File: config.mk
export PLATFORM = sky130hd
export DESIGN_NAME = sample_averager
export DESIGN_NICKNAME = d
export VERILOG_FILES = /design/src/rtl/sample_averager.sv
export SDC_FILE = /design/constraint.sdc
export NUM_CORES = 1
export LEC_CHECK = 0
export ABC_AREA = 1
export CORE_ASPECT_RATIO = 1.25
export CORE_UTILIZATION = 42
export CTS_CLUSTER_DIAMETER = 80
export DETAILED_ROUTE_END_ITERATION = 12
export PLACE_DENSITY = 0.77
export SYNTH_ARGS = -nofsm -noshare
export SYNTH_HDL_FRONTEND = slang
export SYNTH_SLANG_ARGS = --single-unit
export TNS_END_PERCENT = 10
File: constraint.sdc
create_clock -name clk -period 2.05 [get_ports clk]
set_input_delay 0.3075 -clock clk [delete_from_list [all_inputs] [get_ports clk]]
set_output_delay 0.3075 -clock clk [all_outputs]
set_load 0.02 [all_outputs]
File: src/rtl/sample_averager.sv
// Accumulates n_avg unsigned samples, launches an external divider with sum/count and
// publishes the quotient. Define AVG_ROUND_EN to add n_eff/2 to the dividend (round-half-up).
module sample_averager #(
  parameter int unsigned DW    = 16,
  parameter int unsigned CNT_W = 17,
  parameter int unsigned N     = 64
) (
  input  logic             clk,
  input  logic             rst,
  input  logic             arm,
  input  logic [CNT_W-1:0] n_avg,
  input  logic             sample_valid,
  input  logic [DW-1:0]    sample,
  output logic             div_start,
  output logic [N-1:0]     div_divident,
  output logic [N-1:0]     div_divider,
  input  logic             div_ready,
  input  logic [N-1:0]     div_quotient,
  output logic [N-1:0]     avg_out,
  output logic             avg_valid,
  output logic             busy,
  output logic             overrun
);

  typedef enum logic [1:0] {StIdle, StAccum, StLaunch, StWait} state_e;

  state_e           state_q, state_d;
  logic [CNT_W-1:0] n_eff_q, n_eff_d;
  logic [CNT_W-1:0] count_q, count_d;
  logic [CNT_W-1:0] count_inc;
  logic [N-1:0]     sum_q, sum_d;
  logic [N-1:0]     avg_q, avg_d;
  logic             avg_valid_q, avg_valid_d;
  logic             overrun_q, overrun_d;

  assign count_inc = count_q + CNT_W'(1);

  always_comb begin
    state_d     = state_q;
    n_eff_d     = n_eff_q;
    count_d     = count_q;
    sum_d       = sum_q;
    avg_d       = avg_q;
    avg_valid_d = 1'b0;
    overrun_d   = overrun_q;
    // arm wins in every state, including over a same-cycle sample or divider result
    if (arm) begin
      state_d   = StAccum;
      n_eff_d   = (n_avg == '0) ? CNT_W'(1) : n_avg;
      count_d   = '0;
      sum_d     = '0;
      overrun_d = 1'b0;
    end else begin
      unique case (state_q)
        StIdle: ;
        StAccum: begin
          if (sample_valid) begin
            sum_d   = sum_q + N'(sample);
            count_d = count_inc;
            if (count_inc == n_eff_q) state_d = StLaunch;
          end
        end
        StLaunch: begin
          if (sample_valid) overrun_d = 1'b1;
          state_d = StWait;
        end
        StWait: begin
          if (sample_valid) overrun_d = 1'b1;
          if (div_ready) begin
            avg_d       = div_quotient;
            avg_valid_d = 1'b1;
            state_d     = StIdle;
          end
        end
        default: state_d = StIdle;
      endcase
    end
  end

  always_ff @(posedge clk) begin
    if (rst) begin
      state_q     <= StIdle;
      n_eff_q     <= '0;
      count_q     <= '0;
      sum_q       <= '0;
      avg_q       <= '0;
      avg_valid_q <= 1'b0;
      overrun_q   <= 1'b0;
    end else begin
      state_q     <= state_d;
      n_eff_q     <= n_eff_d;
      count_q     <= count_d;
      sum_q       <= sum_d;
      avg_q       <= avg_d;
      avg_valid_q <= avg_valid_d;
      overrun_q   <= overrun_d;
    end
  end

  assign div_start   = (state_q == StLaunch);
  assign div_divider = N'(n_eff_q);
`ifdef AVG_ROUND_EN
  assign div_divident = sum_q + N'(n_eff_q >> 1);
`else
  assign div_divident = sum_q;
`endif
  assign avg_out   = avg_q;
  assign avg_valid = avg_valid_q;
  assign busy      = (state_q != StIdle);
  assign overrun   = overrun_q;

endmodule

==> key figures <==
Outcome
  – Status: finished, violations left
  – Failing checks: negative setup slack

Global route
  – Antenna violations before repair: 2
  – Gr usage total: a little over a quarter
  – Largest net degree at the start of global routing: 65
  – Grt total ovfl: 0
  – First-pass GRT wire length: 46,400 µm
  – Vias in the first global route: approximately 9,500

Synthesis
  – Mean Syn Cell Area: 6.84 µm²
  – Post-synth EDFFs: 0
  – Synth Area in Compound Gates: 14.6%
  – Dominant synthesized flop cell: dfxtp_1
  – Synth warn: 0
  – Library cells used by synthesis: 49
  – Async set-reset flop share out of synthesis: 0%
  – Cell count after synthesis: around 1,300
  – Seq/Total Area, Yosys: around 37%
  – Synth Area in Simple Gates: around 30%
  – Synthesized cell area: approximately 9000 µm²
  – Flops & latches, synth: 166
  – Adder and majority gate portion of the synthesized area: under 10%
  – Synth Area in XOR/XNOR: 3.42%
  – Largest family of logic cells by synthesized area: simple AND/OR/NAND/NOR gates
  – Post-synthesis mux area share: 0%

CTS
  – Total CTS buffers: 17
  – Clk sinks: 166
  – CTS tree: built
  – H-tree level count: 4
  – CTS clk-pin slew, worst paths: about 0.080 ns
  – CTS Root Cell: clkbuf_16
  – CTS max path bufs: 2
  – Cts hold-fix bufs: 0
  – Clk Latency, worst-skew pair: 0.44 ns

Pwr
  – Combinational Power Share: 12.9%
  – Clock power share: approximately 43%
  – Switching pwr: around 2.2 mW
  – Internal power: approximately 5.4 mW
  – Sequential Power Share: roughly 44%
  – P per Cell Area: 562 nW/µm²
  – Leak: roughly 5.7 nW
  – Worst VDD drop: a little over 0.6 mV
  – Switch share: approximately 29%

Detailed routing
  – Initial DRC Count: between 500 and 600
  – Vias after detailed routing: ~9,900
  – Met2 Wirelength: 14,400 µm
  – Routed length on met3: 2250 µm
  – Max Used Layer: met5
  – Via density per instance: between 5 and 6
  – Drt wl/cell: 15.1 µm
  – Antenna Violating Nets Remaining: 0
  – Met1 WL: between 10,000 and 15,000 µm
  – Drt pass-1 iters: 8
  – # DRC: 0
  – Final WL: a little under 30,000 µm

Timing
  – RSZ-0062 raised after global routing: true
  – Post-route setup TNS: -1.02 ns
  – Finish-stage setup viols: 14
  – Slew @ Worst Pin: slightly below 0.5 ns
  – Fin crit period: between 2 and 2.5 ns
  – Final slew viol count: 0
  – Max transition margin: approximately two thirds
  – Period Utilization, post-route: 108%
  – Final hold vios: 0
  – Final worst slack: -0.173 ns
  – Setup Skew: about 0.012 ns
  – Max Fclk: 450 MHz

Critical path
  – R2r setup slk: -0.17 ns
  – Critical path origin: div_divident[10]
  – CP Class: register to register
  – WP data arrival: 2.55 ns
  – Critical Path Sink Type: register
  – Crit path launch type: register
  – Reg-to-reg endpoint: div_divident[61]
  – WP data required: approximately 2.4 ns
  – Max FO, Critical Path: 5
  – Reg2reg start: div_divident[10]
  – Worst r2r path cells: 12

Place
  – Placed insts: between 1,500 and 2,000
  – Post-DP HPWL: 22,200 µm
  – Post-DP Area: between 10,000 and 15,000 µm²
  – Placement Setup Slack: -0.556 ns
  – Port bufs: 250
  – Final Wtd Congestion: about 0.96

Final layout
  – Commonest non-fill, non-tap cell in the layout: clkdlybuf4s50_1
  – Commonest cells after routing, fill and taps aside: 247 x clkdlybuf4s50_1, 221 x nand2_1, 211 x nor2_1
  – Final Cell Area: between 10,000 and 15,000 µm²
  – Area Growth Syn to Fin: 48.5%
  – Fillers: about 1,800
  – Final #Nets: 1,785
  – Ant. Diodes: 0
  – Non-Filler Instances: approximately 2,000
  – Layout cell share with drive strength beyond 1: between 10% and 20%

Floorplanning
  – Width of the die: 133 µm
  – Die area: approximately 22,000 µm²
  – Core Region: between 20,000 and 25,000 µm²
  – Initial Util: between 40% and 50%
  – Die height: between 150 and 200 µm
  – IO Count: roughly 300
  – # rows: between 50 and 60

Hold path
  – Worst Hold Depth: 4
  – Type of the most critical hold path: primary input to register
  – Worst Hold Path EP: div_divident[0]
  – Hold Crit Start: sample[0]

Job
  – Max-cap viol count: 0
-- power by group through the flow --
stage	Clock (mW)	Combinational, mW	Sequential [mW]
finish	3.27	0.972	3.31
global route	3.48	1.04	3.32
CTS	3.33	0.920	3.31
detailed placement	0	0.899	3.38
global placement	0	0.891	3.38
floorplan	0	0.464	3.42
-- worst max-delay path: stages (launching register included) --
cell	delay (ns)
dfxtp_1	0.35
ha_4	0.30
nand2_1	0.16
nor2_2	0.16
o21ai_1	0.12
nand2_1	0.14
a21oi_4	0.06
o21ai_4	0.23
nand4_1	0.24
nor2_1	0.19
nand2_1	0.07
nand2_1	0.06
nor2_1	0.04
-- cell families (layout without fill, tap and decap cells) --
family | count (synthesis) | in the layout
AOI/OAI and AO/OA | 236 | 236
xor gates and xnor gates | 29 | 29
adders and majority gates | 18 | 18
buffers and inverters | 248 | 557
DFF | 166 | 166
other | 1 | 47
and+or+nand+nor | 625 | 625
-- registers in the layout, indices dropped and copies added (netlist names) --
register and cells:
avg_out 64, div_divident 64, count_q 17, n_eff_q 17, state_q 2, avg_valid 1, overrun 1
-- per-stage QoR --
step	total power [mW]	hold WS (ns)	utilization (%)
floorplan	3.88	0.377	-
global placement	4.27	0.462	59.3
detailed placement	4.28	0.465	59.3
CTS	7.56	0.437	62.7
global route	7.83	0.398	64.1
finish	7.55	0.355	64.1
-- per-layer routing --
layer | up-vias | global-route usage (%)
met3 | 73 | 7.20
met2 | 421 | 45.9
met4 | 4 | 12.4
met1 | 4503 | 29.1
met5 | - | 0
li1 | 4870 | -
-- area by class of cell --
class                   count  area (µm²)  area share (%)
well taps                 274         343            2.55
clock inverters            15         180            1.34
clock buffers              17         425            3.17
flip-flops and latches    166        3330            24.8
repair buffers            366        3440            25.6
inverters                 159         597            4.44
multi-input cells         955        5120            38.1
-- synthesized netlist by cell type (13+ instances only) --
cell	instances	area (µm²)
nand4_1	19	119
nand3_1	67	335
nor3_1	31	155
o21ai_0	120	601
o21bai_1	13	97.6
buf_4	47	353
a21oi_1	59	295
inv_1	147	552
dfxtp_1	166	3320
nor4_1	14	87.6
nand2_1	227	852
nor2_1	225	845
clkbuf_1	36	135
ha_1	17	213
xor2_1	19	166
-- how the worst max path moves through the flow --
stage / to / slack, ns / cells past startpoint
after global routing: div_divident[45] / -0.31 / 12
after floorplan: div_divident[30] / 0.01 / 15
after global placement: div_divident[32] / -0.49 / 16
after CTS: div_divident[52] / -0.05 / 16
final: div_divident[61] / -0.17 / 12
after detailed placement: div_divident[12] / -0.56 / 15
-- what timing repair did --
action / in CTS / in global routing
gates resized for setup: 24 / 52
setup buffers: 1 / 5
pin swaps: 4 / 13
endpoints found under the setup margin: 32 / 53
(Power assumes the default switching activity.)
